File: config.mk
export PLATFORM = sky130hd
export DESIGN_NAME = fifo_unload_fsm_flat
export DESIGN_NICKNAME = d
export VERILOG_FILES = /design/src/rtl/fifo_unload_fsm_if.sv /design/src/rtl/fifo_unload_fsm.sv /design/src/flat_wrapper.sv
export SDC_FILE = /design/constraint.sdc
export NUM_CORES = 1
export LEC_CHECK = 0
export BUFFER_PORTS_ARGS = -buffer_cell sky130_fd_sc_hd__buf_4
export CORE_MARGIN = 2
export CORE_UTILIZATION = 40
export CTS_CLUSTER_DIAMETER = 40
export DETAILED_ROUTE_END_ITERATION = 12
export PLACE_DENSITY = 0.77
export SYNTH_ARGS = -nofsm -noshare
export SYNTH_HDL_FRONTEND = slang
export SYNTH_SLANG_ARGS = --single-unit
File: constraint.sdc
create_clock -name clk -period 2.1 [get_ports clk]
set_input_delay 0.42 -clock clk [delete_from_list [all_inputs] [get_ports clk]]
set_output_delay 0.42 -clock clk [all_outputs]
set_load 0.05 [all_outputs]
File: src/rtl/fifo_unload_fsm_if.sv
// Bundles the FIFO-side and stream-side handshake signals of fifo_unload_fsm.
// The design connects to the slave modport; the driver/monitor connects to master.
interface fifo_unload_fsm_if #(
  parameter int DW = 16
);
  logic          start;
  logic [6:0]    samp_max;
  logic          fifo_empty;
  logic [DW-1:0] fifo_dout;
  logic          fifo_rden;
  logic [2:0]    rd_sel;
  logic [6:0]    samp;
  logic [DW-1:0] dout;
  logic          dvalid;
  logic          dready;
  logic          busy;
  logic          done;

  modport slave (
    input  start, samp_max, fifo_empty, fifo_dout, dready,
    output fifo_rden, rd_sel, samp, dout, dvalid, busy, done
  );

  modport master (
    output start, samp_max, fifo_empty, fifo_dout, dready,
    input  fifo_rden, rd_sel, samp, dout, dvalid, busy, done
  );
endinterface

File: src/rtl/fifo_unload_fsm.sv
// Unloads (samp_max+1)*WPS words from a FWFT FIFO into a registered valid/ready stream.
// Define FIFO_UNLOAD_TMR_EN to triplicate the control registers with majority voting.
//
//   state   | meaning
//   S_IDLE  | waiting for start
//   S_READ  | popping words, advancing rd_sel/samp
//   S_DRAIN | last word popped, waiting for it to be accepted
//   S_DONE  | one-cycle done pulse
module fifo_unload_fsm #(
  parameter int DW  = 16,
  parameter int WPS = 6
) (
  input  logic              clk,
  input  logic              rst_b,
  fifo_unload_fsm_if.slave  bus
);

  typedef enum logic [1:0] {S_IDLE, S_READ, S_DRAIN, S_DONE} state_t;

  localparam logic [2:0] LAST_SEL = 3'(WPS - 1);

  state_t        state_v, state_d;
  logic [6:0]    samp_v, samp_d;
  logic [6:0]    smax_v, smax_d;
  logic [2:0]    rd_sel_v, rd_sel_d;
  logic [DW-1:0] dout_q, dout_d;
  logic          dvalid_q, dvalid_d;
  logic          xfer;

  always_comb begin
    xfer     = (state_v == S_READ) && !bus.fifo_empty && (!dvalid_q || bus.dready) && !bus.start;
    state_d  = state_v;
    samp_d   = samp_v;
    smax_d   = smax_v;
    rd_sel_d = rd_sel_v;
    dout_d   = dout_q;
    dvalid_d = dvalid_q;

    // A pop reloads the output register, so an accept in the same cycle keeps dvalid set.
    if (xfer) begin
      dout_d   = bus.fifo_dout;
      dvalid_d = 1'b1;
    end else if (dvalid_q && bus.dready) begin
      dvalid_d = 1'b0;
    end

    if (bus.start) begin
      state_d  = S_READ;
      samp_d   = '0;
      rd_sel_d = '0;
      smax_d   = bus.samp_max;
    end else begin
      case (state_v)
        S_READ: begin
          if (xfer) begin
            if (rd_sel_v < LAST_SEL) begin
              rd_sel_d = rd_sel_v + 3'd1;
            end else begin
              rd_sel_d = '0;
              if (samp_v != smax_v) samp_d  = samp_v + 7'd1;
              else                  state_d = S_DRAIN;
            end
          end
        end
        S_DRAIN: if (!dvalid_q || bus.dready) state_d = S_DONE;
        S_DONE:  state_d = S_IDLE;
        default: state_d = state_v;
      endcase
    end
  end

  always_ff @(posedge clk or negedge rst_b) begin
    if (!rst_b) begin
      dout_q   <= '0;
      dvalid_q <= 1'b0;
    end else begin
      dout_q   <= dout_d;
      dvalid_q <= dvalid_d;
    end
  end

`ifdef FIFO_UNLOAD_TMR_EN
  state_t     state_q  [3];
  logic [6:0] samp_q   [3];
  logic [6:0] smax_q   [3];
  logic [2:0] rd_sel_q [3];

  // Every copy reloads from the voted next-state, so a single upset heals in one cycle.
  always_ff @(posedge clk or negedge rst_b) begin
    if (!rst_b) begin
      for (int i = 0; i < 3; i++) begin
        state_q[i]  <= S_IDLE;
        samp_q[i]   <= '0;
        smax_q[i]   <= '0;
        rd_sel_q[i] <= '0;
      end
    end else begin
      for (int i = 0; i < 3; i++) begin
        state_q[i]  <= state_d;
        samp_q[i]   <= samp_d;
        smax_q[i]   <= smax_d;
        rd_sel_q[i] <= rd_sel_d;
      end
    end
  end

  assign state_v  = state_t'((state_q[0] & state_q[1]) | (state_q[0] & state_q[2]) |
                             (state_q[1] & state_q[2]));
  assign samp_v   = (samp_q[0] & samp_q[1]) | (samp_q[0] & samp_q[2]) | (samp_q[1] & samp_q[2]);
  assign smax_v   = (smax_q[0] & smax_q[1]) | (smax_q[0] & smax_q[2]) | (smax_q[1] & smax_q[2]);
  assign rd_sel_v = (rd_sel_q[0] & rd_sel_q[1]) | (rd_sel_q[0] & rd_sel_q[2]) |
                    (rd_sel_q[1] & rd_sel_q[2]);
`else
  state_t     state_q;
  logic [6:0] samp_q;
  logic [6:0] smax_q;
  logic [2:0] rd_sel_q;

  always_ff @(posedge clk or negedge rst_b) begin
    if (!rst_b) begin
      state_q  <= S_IDLE;
      samp_q   <= '0;
      smax_q   <= '0;
      rd_sel_q <= '0;
    end else begin
      state_q  <= state_d;
      samp_q   <= samp_d;
      smax_q   <= smax_d;
      rd_sel_q <= rd_sel_d;
    end
  end

  assign state_v  = state_q;
  assign samp_v   = samp_q;
  assign smax_v   = smax_q;
  assign rd_sel_v = rd_sel_q;
`endif

  assign bus.fifo_rden = xfer;
  assign bus.rd_sel    = rd_sel_v;
  assign bus.samp      = samp_v;
  assign bus.dout      = dout_q;
  assign bus.dvalid    = dvalid_q;
  assign bus.busy      = (state_v != S_IDLE);
  assign bus.done      = (state_v == S_DONE);

endmodule

File: src/flat_wrapper.sv
// flat-port wrapper written by rule: the top's interface ports become plain ports
module fifo_unload_fsm_flat 
#(
  parameter int DW  = 16,
  parameter int WPS = 6
)
  (clk, rst_b, bus_start, bus_samp_max, bus_fifo_empty, bus_fifo_dout, bus_dready, bus_fifo_rden, bus_rd_sel, bus_samp, bus_dout, bus_dvalid, bus_busy, bus_done);
  fifo_unload_fsm_if #(.DW(DW)) bus_i ();
  input  logic clk;
  input  logic rst_b;
  input wire logic [$bits(bus_i.start)-1:0] bus_start;
  input wire logic [$bits(bus_i.samp_max)-1:0] bus_samp_max;
  input wire logic [$bits(bus_i.fifo_empty)-1:0] bus_fifo_empty;
  input wire logic [$bits(bus_i.fifo_dout)-1:0] bus_fifo_dout;
  input wire logic [$bits(bus_i.dready)-1:0] bus_dready;
  output wire logic [$bits(bus_i.fifo_rden)-1:0] bus_fifo_rden;
  output wire logic [$bits(bus_i.rd_sel)-1:0] bus_rd_sel;
  output wire logic [$bits(bus_i.samp)-1:0] bus_samp;
  output wire logic [$bits(bus_i.dout)-1:0] bus_dout;
  output wire logic [$bits(bus_i.dvalid)-1:0] bus_dvalid;
  output wire logic [$bits(bus_i.busy)-1:0] bus_busy;
  output wire logic [$bits(bus_i.done)-1:0] bus_done;
  assign bus_i.start = bus_start;
  assign bus_i.samp_max = bus_samp_max;
  assign bus_i.fifo_empty = bus_fifo_empty;
  assign bus_i.fifo_dout = bus_fifo_dout;
  assign bus_i.dready = bus_dready;
  assign bus_fifo_rden = bus_i.fifo_rden;
  assign bus_rd_sel = bus_i.rd_sel;
  assign bus_samp = bus_i.samp;
  assign bus_dout = bus_i.dout;
  assign bus_dvalid = bus_i.dvalid;
  assign bus_busy = bus_i.busy;
  assign bus_done = bus_i.done;
  fifo_unload_fsm #(.DW(DW), .WPS(WPS)) u_core (.clk(clk), .rst_b(rst_b), .bus(bus_i));
endmodule
# ---- After elaboration in Yosys (flattened, before gate mapping)
# Cells that the tools add are included.
dict set report word_totals {
  romBits 0
  output_inout_bits 30
  regBits 36
  input_bits 28
  latch_bits 0
  mem_count 0
  wordCells 52
  mem_bits_rw 0
}
dict set report classes {
  n_eq_ne 9
  add_sub_neg 2
  n_mux 17
  n_div 0
  n_reduce_logical 17
  shift 0
  bitwise_logic 0
  n_mul 0
  magnitude_cmp 1
}
# cell n
set op_table {}
lappend op_table {{$mux 7} 5}
lappend op_table {{$mux 3} 4}
lappend op_table {{$mux 2} 5}
lappend op_table {{$reduce_bool 2->1} 5}
lappend op_table {{$ne 3x3->1 const B} 3}
lappend op_table {{$add 7x1->7 const B} 1}
lappend op_table {{$ne 7x7->1} 1}
lappend op_table {{$pmux 2 s3} 1}
lappend op_table {{$reduce_and 5->1} 1}
lappend op_table {{$eq 2x2->1 const B} 2}
lappend op_table {{$logic_and 1x1->1} 4}
lappend op_table {{$reduce_and 4->1} 1}
lappend op_table {{$reduce_bool 4->1} 1}
lappend op_table {{$add 3x1->3 const B} 1}
lappend op_table {{$logic_not 1->1} 3}
lappend op_table {{$lt 3x3->1 const B} 1}
lappend op_table {{$ne 3x2->1 const B} 1}
lappend op_table {{$eq 2x1->1 const B} 1}
lappend op_table {{$mux 1} 2}
lappend op_table {{$ne 2x2->1 const B} 1}
lappend op_table {{$reduce_and 2->1} 1}
lappend op_table {{$logic_or 1x1->1} 1}

# ---- Logic depth before layout (Yosys ltp)
dict set report depth {
  depth_word 7
  depth_mapped 5
  mapped_depth_nobuf 5
}

# ---- Worst setup path before layout
# Ideal clock, no wire load.
dict set report synth_path {
  kind {reg2reg}
  start {register u_core.rd_sel_q[1] (netlist: u_core.bus.rd_sel[1])}
  end {register u_core.samp_q[3] (netlist: u_core.bus.samp[3])}
  path_stages_with_launch 6
  setup_time_ps 125
  required_time_ps 1975
  period_less_slack_ps 2020
  n_path_buf 0
  arrival_ps 1895
  path_slack_ps 80
  cell_sequence {dfrtp_1 -> o21ai_0 -> nand3b_1 -> a21oi_4 -> and4_4 -> mux2_4}
}
dict set report synth_between {
  elab_chain_len 3
}
# item line_no
set synth_lines {}
lappend synth_lines {{from (decl)} fifo_unload_fsm.sv:117} ;# logic [2:0] rd_sel_q;
lappend synth_lines {{from (signal assigned)} fifo_unload_fsm.sv:129} ;# rd_sel_q <= rd_sel_d;
lappend synth_lines {{$lt 3x3->1} fifo_unload_fsm.sv:56} ;# if (rd_sel_v < LAST_SEL) begin
lappend synth_lines {{$ne 2x2->1 (no line)} --}
lappend synth_lines {{$reduce_and 4->1 (no line)} --}
lappend synth_lines {{to (signal assigned)} fifo_unload_fsm.sv:127} ;# samp_q <= samp_d;
lappend synth_lines {{to (decl)} fifo_unload_fsm.sv:115} ;# logic [6:0] samp_q;
# Every way passes these cells.
# A chain may end at the register's enable or synchronous reset.

# ---- Worst setup path in the final report
dict set report layout_path {
  start {register u_core.state_q[1]}
  end {output port bus_fifo_rden}
}
dict set report layout_between {
  elab_chain_len 4
}
# item line_no
set layout_lines {}
lappend layout_lines {{from (decl)} fifo_unload_fsm.sv:114} ;# state_t state_q;
lappend layout_lines {{from (signal assigned)} fifo_unload_fsm.sv:126} ;# state_q <= state_d;
lappend layout_lines {{$eq 2x1->1} fifo_unload_fsm.sv:31} ;# xfer = (state_v == S_READ) && !bus.fifo_empty && (!dvalid_q || bus.dready) && !bus.start;
lappend layout_lines {{$logic_and 1x1->1 (3 in a row)} fifo_unload_fsm.sv:31}
lappend layout_lines {{to (decl)} flat_wrapper.sv:16} ;# output wire logic [$bits(bus_i.fifo_rden)-1:0] bus_fifo_rden;
# Every way passes these cells.

==> results.txt <==
Outcome = completed
Worst r2r path cells = 5
Max-Slew Margin vs Limit = 0.698
CP Capture Type = primary output
Final cycle utilization of the critical path = 0.960
Setup Buffers After CTS = 0
Complex-gate fraction of the synthesized area = 0.0708
Post-Syn Area = 1660 sq um
GRT Total Usage = 0.166
Cts bufs inserted = 5
Via density = 4.95
Initial core utilization = 0.415
Avg Cell Area, Syn = 13.0 sq um
Setup Skew = 0.00184 ns
Flops & latches, synth = 36
HP Class = input pin to async pin
Peak Freq = 496 MHz
Area grow syn2layout = 38.0%
XOR/XNOR Fraction of Synth Area = 0.0475
EDFF count, synth = 0
Distinct cells, synth = 34
Clock sink total = 36
Seq/Total Area, Yosys = 0.543
IO Pins = 58
Minimum clock period = 2.02 ns
Via count = 1218
Worst-margin pin slew = 0.453 ns
Post-CTS Resized = 0
Critical path arrival = 1.60 ns
Final hold vios = 0
Die Y-Extent = 68.4 um
Initial antenna violation count = 0
Core area = 4000 sq um
# diodes = 0
Area leader, netlist = dfrtp_1
Number of global-route vias before repair = 1237
Hold_buf cts = 0
Req. time, crit path = 1.68 ns
CP max FO = 7
Synth top area cells = dfrtp_1 (54%), mux2_2 (16%), xor2_1 (3.7%)
First-pass GRT wire length = 5710 um
Hpwl dp = 2520 um
Drt pass-1 iters = 4
Routability congestion estimate = 0.699
LEAKAGE = 1.07 nW
Most common cell in the netlist = dfrtp_1
Syn_nets = 158
# DRC = 0
Initial DRC Count = 50
Slew Viols, Final = 0
Top FF cell, synth = dfrtp_1
Multiplexer share of the synthesized area = 0.178
Detail Route Antenna Nets = 0
Die Wd = 68.4 um
Clk_lat worst skew = 0.28 ns
Nets = 225
YS warnings = 0
DIE AREA = 4680 sq um
TritonCTS clock tree = done
Setup CP Type = flip-flop to primary output
Routed len/inst = 13.8 um
Power density cells = 840 nW/um^2
Congestion Overflow GR = 0
Final hold slack = 0.0891 ns
Post-Synth Simple-Gate Area = 0.133
Number of I/O port buffers = 57
Maxcap violations = 0
Post-synthesis adder-cell area fraction = 0.0151
Root Driver = clkbuf_8
Crit start category = flip-flop
Post-synth top cells = dfrtp_1 (36), mux2_2 (24), nor2_1 (10)
Max VDD drop = 0.487 mV
Routed WL = 3390 um
Layout cells sized above 1 = 0.546
Num rows = 23
Final setup vio count = 0
Clk buf depth = 2
Largest family of logic cells by synthesized area = multiplexers
# H-tree levels = 2
Share of the synthesized area in the top cell type = 0.543
Largest net degree at the start of global routing = 37
Post-Synthesis Cells = 128
Core Util, Final = 0.573
Design Power = 1.92 mW
Clk slew on worst S/H paths = 0.07 ns
Post-synth ARST share = 1.00
-- routing by layer --
layer / routed length [um] / GRT usage / vias to the layer above
li1: - / - / 579
met4: 46 / 0.0675 / 0
met5: 0 / 0 / -
met1: 1440 / 0.209 / 594
met2: 1660 / 0.264 / 40
met3: 235 / 0.0510 / 5
-- worst max-delay path, stage by stage, from the launching register on --
cell     delay, ns
dfrtp_1       0.41
nor3b_2       0.31
nand2_2       0.17
nor2_4        0.19
buf_4         0.23
-- area by class of cell --
class                           instances  area, sq um
Fill cell                             346         1710
Sequential cell                        36          901
Multi-Input combinational cell         87          739
Timing Repair Buffer                   63          473
Clock buffer                            6         72.6
Tap cell                               50         62.6
Clock inverter                          2         35.0
Inverter                                2         7.51
-- through the flow --
step / cells / setup WS (ns) / setup TNS (ns) / instance area, sq um
detailed placement: 238 / 0.140 / 0 / 2180
floorplan: 128 / 0.0803 / 0 / 1660
global placement: 238 / 0.207 / 0 / 2180
CTS: 246 / 0.0436 / 0 / 2290
finish: 246 / 0.0845 / 0 / 2290
global route: 246 / -0.0404 / -0.0404 / 2290
-- placed cells by master, fill, tap and decap left out, types with 2 or more instances in the layout --
| cell type | count |
|---|---|
| nor2_1 | 10 |
| nand2_1 | 3 |
| buf_4 | 63 |
| nor2b_1 | 3 |
| nand2b_1 | 2 |
| o21ai_0 | 4 |
| ha_1 | 2 |
| a21oi_1 | 6 |
| dfrtp_1 | 36 |
| inv_1 | 2 |
| xor2_1 | 7 |
| mux2_2 | 24 |
| nand3_1 | 2 |
| clkbuf_8 | 5 |
| xnor2_1 | 2 |
| nand3b_1 | 2 |
| nand4_1 | 2 |
-- cell families after synthesis --
group                      count (synthesis)
AOI/OAI and AO/OA                         16
xor gates and xnor gates                   9
adders and majority gates                  2
buffers and inverters                      5
DFF                                       36
muxes                                     26
and+or+nand+nor                           34
-- power breakdown --
group | internal (mW) | switching [mW]
registers | 0.769 | 0.0459
logic | 0.190 | 0.332
clock network | 0.352 | 0.236
total | 1.31 | 0.613
-- state kept, by name, summed over array words and instances, names as in the netlist --
register and count:
u_core.bus.dout 16, u_core.bus.samp 7, u_core.smax_q 7, u_core.bus.rd_sel 3, u_core.state_q 2, u_core.bus.dvalid 1
-- path summary, 6_finish.rpt --
path,slack [ns],to,startpoint
max,0.08,bus_fifo_rden,u_core.state_q[1]$_DFFE_PN0P_
min,0.09,u_core.smax_q[1]$_DFFE_PN0P_,rst_b
max reg2reg,0.18,u_core.bus.samp[3]$_DFFE_PN0P_,u_core.state_q[1]$_DFFE_PN0P_
min reg2reg,0.51,u_core.bus.dout[0]$_DFFE_PN0P_,u_core.bus.dout[0]$_DFFE_PN0P_
max in group asynchronous,1.69,u_core.bus.rd_sel[1]$_DFFE_PN0P_,rst_b
min in group clk,0.37,u_core.smax_q[6]$_DFFE_PN0P_,bus_samp_max[6]
Note: power is estimated with default switching activity, not from simulation.
